File: src/rtl/fpu_rr_interconnect_if.sv
// fpu_rr_interconnect_if: request/ack bus bundle around the shared-FPU interconnect.
// Carries the N packed master-side channels and the single slave-side channel.
// Modport 'slave' is the interconnect's own view (it serves the requesters).
// Modport 'master' is the surrounding environment's view (requesters plus FPU core).
interface fpu_rr_interconnect_if #(
  parameter int NUM_MASTERS = 4,
  parameter int DATA_W      = 25,
  parameter int IDX_W       = $clog2(NUM_MASTERS)
);
  logic [NUM_MASTERS-1:0]        M_req;
  logic [NUM_MASTERS*DATA_W-1:0] M_Data1;
  logic [NUM_MASTERS*DATA_W-1:0] M_Data2;
  logic [DATA_W-1:0]             M_Dataout;
  logic [NUM_MASTERS-1:0]        M_ack;
  logic                          M_err;
  logic                          S_req;
  logic [DATA_W-1:0]             S_Data1;
  logic [DATA_W-1:0]             S_Data2;
  logic [DATA_W-1:0]             S_Datain;
  logic                          S_ack;
  logic [IDX_W-1:0]              Select;

  modport slave (
    input  M_req, M_Data1, M_Data2, S_Datain, S_ack,
    output M_Dataout, M_ack, M_err, S_req, S_Data1, S_Data2, Select
  );

  modport master (
    output M_req, M_Data1, M_Data2, S_Datain, S_ack,
    input  M_Dataout, M_ack, M_err, S_req, S_Data1, S_Data2, Select
  );
endinterface

File: src/rtl/fpu_rr_interconnect.sv
// fpu_rr_interconnect: shares one FPU arithmetic slave among NUM_MASTERS requesters.
// Round-robin grant, registered operand/result paths, one transaction in flight,
// abort when the granted master withdraws its request.
// Optional feature: define FPU_IC_TIMEOUT_EN to abort a REQ phase after
// TIMEOUT_CYC cycles without S_ack; the master then gets its ack with M_err=1.
module fpu_rr_interconnect #(
  parameter int NUM_MASTERS = 4,
  parameter int DATA_W      = 25,
  parameter int TIMEOUT_CYC = 64
) (
  input  logic                  CLK,
  input  logic                  RST,
  fpu_rr_interconnect_if.slave  bus
);

  localparam int IDX_W = (NUM_MASTERS > 1) ? $clog2(NUM_MASTERS) : 1;

  typedef enum logic [1:0] {
    S_IDLE = 2'd0,
    S_REQ  = 2'd1,
    S_RESP = 2'd2
  } state_t;

  state_t            state_reg,      state_next;
  logic [IDX_W-1:0]  last_grant_reg, last_grant_next;
  logic [IDX_W-1:0]  select_reg,     select_next;
  logic              s_req_reg,      s_req_next;
  logic [DATA_W-1:0] s_data1_reg,    s_data1_next;
  logic [DATA_W-1:0] s_data2_reg,    s_data2_next;
  logic [DATA_W-1:0] result_reg,     result_next;

`ifdef FPU_IC_TIMEOUT_EN
  localparam int CNT_W = (TIMEOUT_CYC > 2) ? $clog2(TIMEOUT_CYC) : 1;
  logic [CNT_W-1:0]  tmo_cnt_reg,    tmo_cnt_next;
  logic              err_reg,        err_next;
`endif

  // Per-master operand views of the packed input buses.
  logic [DATA_W-1:0] m_data1_arr [NUM_MASTERS];
  logic [DATA_W-1:0] m_data2_arr [NUM_MASTERS];

  genvar gi;
  generate
    for (gi = 0; gi < NUM_MASTERS; gi++) begin : g_unpack
      assign m_data1_arr[gi] = bus.M_Data1[gi*DATA_W +: DATA_W];
      assign m_data2_arr[gi] = bus.M_Data2[gi*DATA_W +: DATA_W];
    end
  endgenerate

  logic [IDX_W-1:0] winner;
  logic             any_req;

  // Round-robin search: first requester after last_grant, wrapping modulo N.
  always_comb begin
    winner  = '0;
    any_req = 1'b0;
    for (int k = NUM_MASTERS; k >= 1; k--) begin
      logic [IDX_W-1:0] cand;
      cand = IDX_W'((int'(last_grant_reg) + k) % NUM_MASTERS);
      if (bus.M_req[cand]) begin
        winner  = cand;
        any_req = 1'b1;
      end
    end
  end

  // State and datapath registers; async reset puts master 0 first in line.
  always_ff @(posedge CLK or posedge RST) begin
    if (RST) begin
      state_reg      <= S_IDLE;
      last_grant_reg <= IDX_W'(NUM_MASTERS - 1);
      select_reg     <= '0;
      s_req_reg      <= 1'b0;
      s_data1_reg    <= '0;
      s_data2_reg    <= '0;
      result_reg     <= '0;
`ifdef FPU_IC_TIMEOUT_EN
      tmo_cnt_reg    <= '0;
      err_reg        <= 1'b0;
`endif
    end else begin
      state_reg      <= state_next;
      last_grant_reg <= last_grant_next;
      select_reg     <= select_next;
      s_req_reg      <= s_req_next;
      s_data1_reg    <= s_data1_next;
      s_data2_reg    <= s_data2_next;
      result_reg     <= result_next;
`ifdef FPU_IC_TIMEOUT_EN
      tmo_cnt_reg    <= tmo_cnt_next;
      err_reg        <= err_next;
`endif
    end
  end

  // Next-state logic: grant in IDLE, wait for ack or withdrawal in REQ, one-cycle RESP.
  always_comb begin
    state_next      = state_reg;
    last_grant_next = last_grant_reg;
    select_next     = select_reg;
    s_req_next      = s_req_reg;
    s_data1_next    = s_data1_reg;
    s_data2_next    = s_data2_reg;
    result_next     = result_reg;
`ifdef FPU_IC_TIMEOUT_EN
    tmo_cnt_next    = tmo_cnt_reg;
    err_next        = err_reg;
`endif
    case (state_reg)
      S_IDLE: begin
        if (any_req) begin
          select_next     = winner;
          last_grant_next = winner;
          s_data1_next    = m_data1_arr[winner];
          s_data2_next    = m_data2_arr[winner];
          s_req_next      = 1'b1;
          state_next      = S_REQ;
`ifdef FPU_IC_TIMEOUT_EN
          tmo_cnt_next    = '0;
          err_next        = 1'b0;
`endif
        end
      end
      S_REQ: begin
        // Withdrawal wins over an ack arriving on the same edge.
        if (!bus.M_req[select_reg]) begin
          s_req_next = 1'b0;
          state_next = S_IDLE;
        end else if (bus.S_ack) begin
          result_next = bus.S_Datain;
          s_req_next  = 1'b0;
          state_next  = S_RESP;
`ifdef FPU_IC_TIMEOUT_EN
        end else if (tmo_cnt_reg == CNT_W'(TIMEOUT_CYC - 1)) begin
          result_next = '0;
          s_req_next  = 1'b0;
          err_next    = 1'b1;
          state_next  = S_RESP;
        end else begin
          tmo_cnt_next = tmo_cnt_reg + 1'b1;
`endif
        end
      end
      S_RESP: begin
        state_next = S_IDLE;
`ifdef FPU_IC_TIMEOUT_EN
        err_next   = 1'b0;
`endif
      end
      default: begin
        state_next = S_IDLE;
        s_req_next = 1'b0;
      end
    endcase
  end

  logic [NUM_MASTERS-1:0] ack_vec;

  // One-hot completion pulse to the granted master during RESP only.
  always_comb begin
    ack_vec = '0;
    if (state_reg == S_RESP) begin
      ack_vec[select_reg] = 1'b1;
    end
  end

  assign bus.M_ack     = ack_vec;
  assign bus.M_Dataout = (state_reg == S_RESP) ? result_reg : '0;
  assign bus.S_req     = s_req_reg;
  assign bus.S_Data1   = s_data1_reg;
  assign bus.S_Data2   = s_data2_reg;
  assign bus.Select    = select_reg;
`ifdef FPU_IC_TIMEOUT_EN
  assign bus.M_err     = (state_reg == S_RESP) && err_reg;
`else
  assign bus.M_err     = 1'b0;
`endif

endmodule

File: src/flat_wrapper.sv
// flat-port wrapper written by rule: the top's interface ports become plain ports
module fpu_rr_interconnect_flat 
#(
  parameter int NUM_MASTERS = 4,
  parameter int DATA_W      = 25,
  parameter int TIMEOUT_CYC = 64
)
  (CLK, RST, bus_M_req, bus_M_Data1, bus_M_Data2, bus_S_Datain, bus_S_ack, bus_M_Dataout, bus_M_ack, bus_M_err, bus_S_req, bus_S_Data1, bus_S_Data2, bus_Select);
  fpu_rr_interconnect_if #(.NUM_MASTERS(NUM_MASTERS), .DATA_W(DATA_W)) bus_i ();
  input  logic CLK;
  input  logic RST;
  input wire logic [$bits(bus_i.M_req)-1:0] bus_M_req;
  input wire logic [$bits(bus_i.M_Data1)-1:0] bus_M_Data1;
  input wire logic [$bits(bus_i.M_Data2)-1:0] bus_M_Data2;
  input wire logic [$bits(bus_i.S_Datain)-1:0] bus_S_Datain;
  input wire logic [$bits(bus_i.S_ack)-1:0] bus_S_ack;
  output wire logic [$bits(bus_i.M_Dataout)-1:0] bus_M_Dataout;
  output wire logic [$bits(bus_i.M_ack)-1:0] bus_M_ack;
  output wire logic [$bits(bus_i.M_err)-1:0] bus_M_err;
  output wire logic [$bits(bus_i.S_req)-1:0] bus_S_req;
  output wire logic [$bits(bus_i.S_Data1)-1:0] bus_S_Data1;
  output wire logic [$bits(bus_i.S_Data2)-1:0] bus_S_Data2;
  output wire logic [$bits(bus_i.Select)-1:0] bus_Select;
  assign bus_i.M_req = bus_M_req;
  assign bus_i.M_Data1 = bus_M_Data1;
  assign bus_i.M_Data2 = bus_M_Data2;
  assign bus_i.S_Datain = bus_S_Datain;
  assign bus_i.S_ack = bus_S_ack;
  assign bus_M_Dataout = bus_i.M_Dataout;
  assign bus_M_ack = bus_i.M_ack;
  assign bus_M_err = bus_i.M_err;
  assign bus_S_req = bus_i.S_req;
  assign bus_S_Data1 = bus_i.S_Data1;
  assign bus_S_Data2 = bus_i.S_Data2;
  assign bus_Select = bus_i.Select;
  fpu_rr_interconnect #(.NUM_MASTERS(NUM_MASTERS), .DATA_W(DATA_W), .TIMEOUT_CYC(TIMEOUT_CYC)) u_core (.CLK(CLK), .RST(RST), .bus(bus_i));
endmodule
File: config.mk
export PLATFORM = sky130hd
export DESIGN_NAME = fpu_rr_interconnect_flat
export DESIGN_NICKNAME = d
export VERILOG_FILES = /design/src/rtl/fpu_rr_interconnect_if.sv /design/src/rtl/fpu_rr_interconnect.sv /design/src/flat_wrapper.sv
export SDC_FILE = /design/constraint.sdc
export NUM_CORES = 1
export LEC_CHECK = 0
export BUFFER_PORTS_ARGS = -buffer_cell sky130_fd_sc_hd__buf_2
export CAP_MARGIN = 20
export CORE_AREA = 2 2 121 123
export CTS_CLUSTER_DIAMETER = 120
export DETAILED_ROUTE_END_ITERATION = 12
export DIE_AREA = 0 0 123 125
export GPL_TIMING_DRIVEN = 0
export MAX_ROUTING_LAYER = met4
export PLACE_DENSITY_LB_ADDON = 0.1
export SLEW_MARGIN = 30
export SYNTH_ARGS = -nofsm -noshare
export SYNTH_HDL_FRONTEND = slang
export SYNTH_SLANG_ARGS = --single-unit
File: constraint.sdc
create_clock -name CLK -period 3.3 [get_ports CLK]
set_input_delay 0.165 -clock CLK [delete_from_list [all_inputs] [get_ports CLK]]
set_output_delay 0.165 -clock CLK [all_outputs]
set_load 0.1 [all_outputs]
==> results of run 1 <==
==> worst min path at each step <==
stage,startpoint,to,depth (start not counted)
final,bus_S_Datain[3],u_core.result_reg[3]$_DFFE_PP0P_,3
after CTS,bus_S_Datain[3],u_core.result_reg[3]$_DFFE_PP0P_,3
after global placement,bus_S_Datain[14],u_core.result_reg[14]$_DFFE_PP0P_,3
after global routing,bus_S_Datain[19],u_core.result_reg[19]$_DFFE_PP0P_,3
after floorplan,bus_S_Datain[0],u_core.result_reg[0]$_DFFE_PP0P_,2
after detailed placement,RST,u_core.result_reg[18]$_DFFE_PP0P_,2
==> logic make-up (layout without fill, tap and decap cells) <==
family                 count (synthesis)  after routing  share of synthesized area
AOI/OAI and AO/OA                    161            161                     0.2589
other                                  1              1                  0.0007287
DFF                                   82             82                     0.3992
buffers and inverters                109            439                    0.09117
muxes                                 51             51                     0.1016
and+or+nand+nor                      174            174                     0.1483
==> stage by stage <==
stage | std cells | util
floorplan | 578 | -
global placement | 1075 | 0.4895
detailed placement | 1076 | 0.4918
CTS | 1092 | 0.5133
global route | 1092 | 0.5133
finish | 1092 | 0.5133
==> layer usage <==
metal	routed length, um	GRT usage
met2	8617	0.3945
met5	0	-
met3	1270	0.03558
met4	390	0.08155
met1	7582	0.2923
==> final cells by class <==
type | instances | share of cell area
repair buffers | 315 | 0.2200
clock buffers | 11 | 0.03329
flip-flops and latches | 82 | 0.2818
multi-input cells | 387 | 0.3611
inverters | 56 | 0.02952
well taps | 184 | 0.03158
plain buffers | 53 | 0.03552
clock inverters | 4 | 0.007208
==> tightest hold or removal path: stages <==
cell,delay (ps)
buf_2,70
nand2_1,40
nand2_1,40
==> cell usage after synthesis, types with 4 or more instances <==
cell	instances
and2_1	25
buf_2	9
clkbuf_1	31
buf_6	4
buf_4	5
dfrtp_1	80
nand2_1	76
a31oi_1	52
mux2i_1	50
a211oi_2	40
inv_1	55
nor2_1	58
a211oi_1	60
nor2b_1	4
buf_1	4
==> power by group <==
group	total, uW	switching, uW	internal [uW]
Combinational	5630	4340	1290
Clock	1000	399	604
Sequential	1790	270	1520
Total	8420	5010	3410
==> cell usage in the layout (no fill, tap or decap), types with 2 or more instances in the layout <==
master     synthesis  routed
a211oi_1          60      60
a211oi_2          40      40
a21oi_1            2       2
a31oi_1           52      52
and2_1            25      25
buf_1              4       4
buf_2              9     322
buf_4              5       5
buf_6              4       4
clkbuf_1          31      32
clkbuf_16          0       9
clkinv_4           0       2
dfrtp_1           80      80
dfstp_2            2       2
inv_1             55      54
mux2i_1           50      50
nand2_1           76      76
nand2b_1           2       2
nor2_1            58      58
nor2b_1            4       4
nor3b_2            0       2
o21ai_1            3       3
==> repair_timing <==
item | CTS | global route
hold buffers | 1 | 0
hold endpoints to repair | 23 | 0
setup endpoints to repair | 0 | 0
==> flow_summary.json, run 1 <==
{
  "syn_area_um2": 5146,
  "critPathBufInv": 3,
  "end_kind": "output pin",
  "hold_viol": 0,
  "cpMaxStageDelayCell": "dfrtp_1",
  "rsz0062_at_grt": "false",
  "drive_above_1_share": 0.4361,
  "die_y_um": 125,
  "cts_tree": "done",
  "clk_pin_slew_worst_paths_ps": 60,
  "worst_slack_ps": 860.9,
  "core_um2": 14200,
  "ios": 315,
  "r2r_cells": 8,
  "grt_usage": 0.2372,
  "fmax_mhz": 410.0,
  "critPathMaxFanout": 10,
  "crit_path_frequent_cell": "clkbuf_1",
  "reg2reg_to": "u_core.bus.S_Data1[22]$_DFFE_PP0P_",
  "htreeDepth": 3,
  "syn-num-nets": 810,
  "avgSynthCellArea_um2": 8.903,
  "hp-class": "in -> reg",
  "crit_cells": 6,
  "grt_pass1_wl_um": 27500,
  "start_kind": "flop",
  "ant_nets": 0,
  "seq_area_um2": 2054,
  "cts_sinks": 82,
  "post-place-ws_ps": 1014,
  "crit_type": "reg -> out",
  "cp.arrival_ps": 2270,
  "outcome": "finished clean",
  "grt_max_degree": 60,
  "cts-buffers-inserted": 9,
  "firstDrtPassIters": 4,
  "num_vias": 5334,
  "rows": 44,
  "synth_area_leader_cell": "dfrtp_1",
  "synthArstFlopShare": 1.000,
  "syn_inst": 578,
  "die_w_um": 123,
  "fin_crit_ps": 2439,
  "r2r-start": "u_core.last_grant_reg[0]$_DFFE_PP1P_",
  "clock_latency_ps": 330,
  "synth-seq-area-share": 0.3992,
  "grt_overflow": 0,
  "wl_um": 17860,
  "antenna_found_initial": 0,
  "first_iter_violations": 231,
  "synth-edff-count": 0,
  "fin_tns_setup_ps": 0,
  "endpoint": "bus_M_ack[3]",
  "fin_crit_sh": 0.7391,
  "initial_core_util": 0.3623,
  "yosysUniqueCellTypes": 33,
  "p_per_area_nw_per_um2": 1156,
  "cts_max_path_buffers": 2,
  "dieArea_um2": 15380,
  "n_antenna_cell": 0,
  "drc": 0,
  "ys.flop_type": "dfrtp_1",
  "placed_area_um2": 6985,
  "critPathRequiredTime_ps": 3130,
  "vdd_drop_max_v": 0.0005440,
  "ctsResizeCount": 0,
  "worstSetupStartpoint": "u_core.state_reg[0]$_DFFE_PP0P_",
  "final_nets": 1136,
  "area_growth_pct": 41.67,
  "p_leak_uw": 0.003796,
  "worstMarginPinSlew_ps": 740.5,
  "synthTopCellsByArea": "dfrtp_1 39%, a211oi_2 9.7%, mux2i_1 9.7%",
  "r2r_slack_ps": 1010,
  "place_hpwl_um": 13860,
  "design_area_um2": 7291,
  "n_fill_cell": 1491,
  "cts_root_buffer": "clkbuf_16",
  "portBuffers": 313,
  "routedWlPerCell_um": 16.36,
  "gp_congestion": 0.8399,
  "slowest_delay_ps": 440,
  "cap_violations": 0,
  "vias_per_cell": 4.885,
  "ys_ff_latch": 82,
  "crit_chain": "nor2b_1 -> clkbuf_1 -> clkbuf_1 -> nand2_1 -> nor2_1 -> buf_2",
  "power.total_uw": 8425,
  "yosys_warnings": 0,
  "maxSlewHeadroom": 0.5063,
  "multi_input_area_um2": 2633,
  "cts_setup_buffers": 0,
  "synth_top_area_frac": 0.3890,
  "cpLargestDelayFamily": "buffers and inverters",
  "first_global_vias": 5350,
  "finalClockSkew_ps": 6.037,
  "slew_viol_final": 0,
  "setup_violations": 0,
  "hold_ws_ps": 17.97
}
Power figures use the tool's default switching activity.
==> run 2, diff against run 1 <==
Settings changed: CORE_AREA 2 2 121 123 to 2 2 124 126, DIE_AREA 0 0 123 125 to 0 0 126 128.
Clock period 3.3 ns to 2 ns, I/O delays scaled along.
==> flow_summary.json, run 2 (synthesis results as in run 1) <==
{
  "drc": 0,
  "ant_nets": 0,
  "cts-buffers-inserted": 9,
  "die_w_um": 126,
  "place_hpwl_um": 13870,
  "clkPwrFrac": 0.119,
  "gp_congestion": 0.8383,
  "hold_viol": 0,
  "grt_pass1_wl_um": 28470,
  "crit_chain": "nand2b_4 -> a21o_1 -> buf_6 -> and3_4 -> buf_12 -> buf_12 -> buf_6 -> mux2i_1 -> a211oi_1",
  "min_path_cells": 3,
  "cts_max_path_buffers": 2,
  "grt_usage": 0.2307,
  "dieArea_um2": 16130,
  "start_kind": "flop",
  "hp-class": "in -> reg",
  "drive_above_1_share": 0.5280,
  "design_area_um2": 8394,
  "outcome": "finished clean",
  "seq_power_share": 0.193,
  "pwr-share-comb": 0.688,
  "p_per_area_nw_per_um2": 1830,
  "r2r_slack_ps": 30,
  "hold_ws_ps": 79.05,
  "grt_max_degree": 29,
  "worst_slack_ps": 34.39,
  "slew_viol_final": 0,
  "p_sw_uw": 8785,
  "r2r_cells": 9,
  "worstMarginPinSlew_ps": 654.7,
  "critPathMaxFanout": 7,
  "reg2reg_to": "u_core.bus.S_Data1[13]$_DFFE_PP0P_",
  "area_growth_pct": 63.12,
  "vdd_drop_max_v": 0.0008855,
  "num_vias": 5590,
  "mostFrequentLayoutCells": "304 x buf_2, 78 x dfrtp_1, 76 x nand2_1",
  "rows": 45,
  "crit_type": "reg -> reg",
  "first_global_vias": 5525,
  "core_um2": 14860,
  "fin_crit_sh": 0.9828,
  "cpMaxStageDelayCell": "dfstp_2",
  "r2r-start": "u_core.last_grant_reg[0]$_DFFE_PP1P_",
  "maxSlewHeadroom": 0.5606,
  "n_fill_cell": 1411,
  "p_leak_uw": 0.004125,
  "initial_core_util": 0.3462,
  "multi_input_area_um2": 3050,
  "hold_end": "u_core.bus.S_Data2[18]$_DFFE_PP0P_",
  "end_kind": "flop",
  "post-place-ws_ps": -252.9,
  "grt_overflow": 0,
  "cp.arrival_ps": 2180,
  "ios": 315,
  "seq_area_um2": 2059,
  "p_int_uw": 6580,
  "vias_per_cell": 4.925,
  "clk_pin_slew_worst_paths_ps": 60,
  "slowest_delay_ps": 570,
  "wl_um": 18970,
  "fmax_mhz": 508.7,
  "setup_violations": 0,
  "final_nets": 1173,
  "routedWlPerCell_um": 16.71,
  "critPathRequiredTime_ps": 2210,
  "cap_violations": 0,
  "hp-start": "bus_M_Data2[68]",
  "critPathBufInv": 4,
  "rsz0062_at_grt": "true",
  "netSwitchingFraction": 0.5717,
  "portBuffers": 313,
  "antenna_found_initial": 2,
  "layout_commonest_cell": "buf_2",
  "first_iter_violations": 275,
  "cts_tree": "done",
  "firstDrtPassIters": 5,
  "finalClockSkew_ps": 6.348,
  "placed_area_um2": 7044,
  "fin_crit_ps": 1966,
  "cpLargestDelayFamily": "flip-flops",
  "htreeDepth": 3,
  "cts_sinks": 82,
  "clock_latency_ps": 350,
  "die_y_um": 128,
  "cts_root_buffer": "clkbuf_16"
}
[run 2: worst max path at each step]
stage / startpoint / end / slack (ps) / cells after the start
finish: u_core.last_grant_reg[0]$_DFFE_PP1P_ / u_core.bus.S_Data1[13]$_DFFE_PP0P_ / 30 / 9
global route: u_core.last_grant_reg[0]$_DFFE_PP1P_ / u_core.bus.S_Data1[13]$_DFFE_PP0P_ / -70 / 6
CTS: u_core.last_grant_reg[1]$_DFFE_PP1P_ / u_core.bus.S_Data1[0]$_DFFE_PP0P_ / -40 / 10
detailed placement: u_core.last_grant_reg[0]$_DFFE_PP1P_ / u_core.bus.S_Data2[7]$_DFFE_PP0P_ / -250 / 8
global placement: u_core.last_grant_reg[0]$_DFFE_PP1P_ / u_core.bus.S_Data2[7]$_DFFE_PP0P_ / -240 / 8
floorplan: u_core.state_reg[0]$_DFFE_PP0P_ / bus_M_ack[1] / -7 / 5
[run 2: through the flow]
stage / std cells / total power [uW] / utilization / TNS [ps]
floorplan: 578 / 10440 / - / -13.32
global placement: 1079 / 12290 / 0.4699 / -5968
detailed placement: 1082 / 12360 / 0.4739 / -6787
CTS: 1130 / 15030 / 0.5460 / -621.0
global route: 1135 / 16160 / 0.5647 / -404.4
finish: 1135 / 15370 / 0.5647 / 0
[run 2: tightest hold or removal path, cell delays in order]
cell and delay (ps):
buf_2 90, a211oi_2 60, a211oi_2 130
[run 2: timing repair]
item / CTS / global route
hold endpoints to repair: 53 / 0
resized for setup: 103 / 76
pin swaps: 29 / 12
hold buffers: 26 / 0
gates cloned: 1 / 2
buffers inserted: 7 / 4
endpoints found under the setup margin: 76 / 90
[run 2: final cells by class]
| class | instances | share of cell area |
|---|---|---|
| Sequential cell | 82 | 0.2453 |
| Timing Repair Buffer | 355 | 0.2544 |
| Buffer | 50 | 0.04501 |
| Clock inverter | 6 | 0.01088 |
| Clock buffer | 9 | 0.02683 |
| Antenna cell | 2 | 0.0005962 |
| Tap cell | 188 | 0.02802 |
| Inverter | 56 | 0.02549 |
| Multi-Input combinational cell | 387 | 0.3634 |
[run 2: power by group through the flow]
stage               Clock, uW  Sequential [uW]  Combinational (uW)
floorplan                   0             6790                3650
global placement            0             2960                9320
detailed placement          0             2990                9370
CTS                      1860             2970               10200
global route             1950             3070               11100
finish                   1830             2970               10600
[run 2: per-layer routing]
layer | GRT usage | part of all wire
met1 | 0.2785 | 0.42
met2 | 0.3912 | 0.50
met3 | 0.04967 | 0.067
met4 | 0.06593 | 0.019
met5 | - | 0
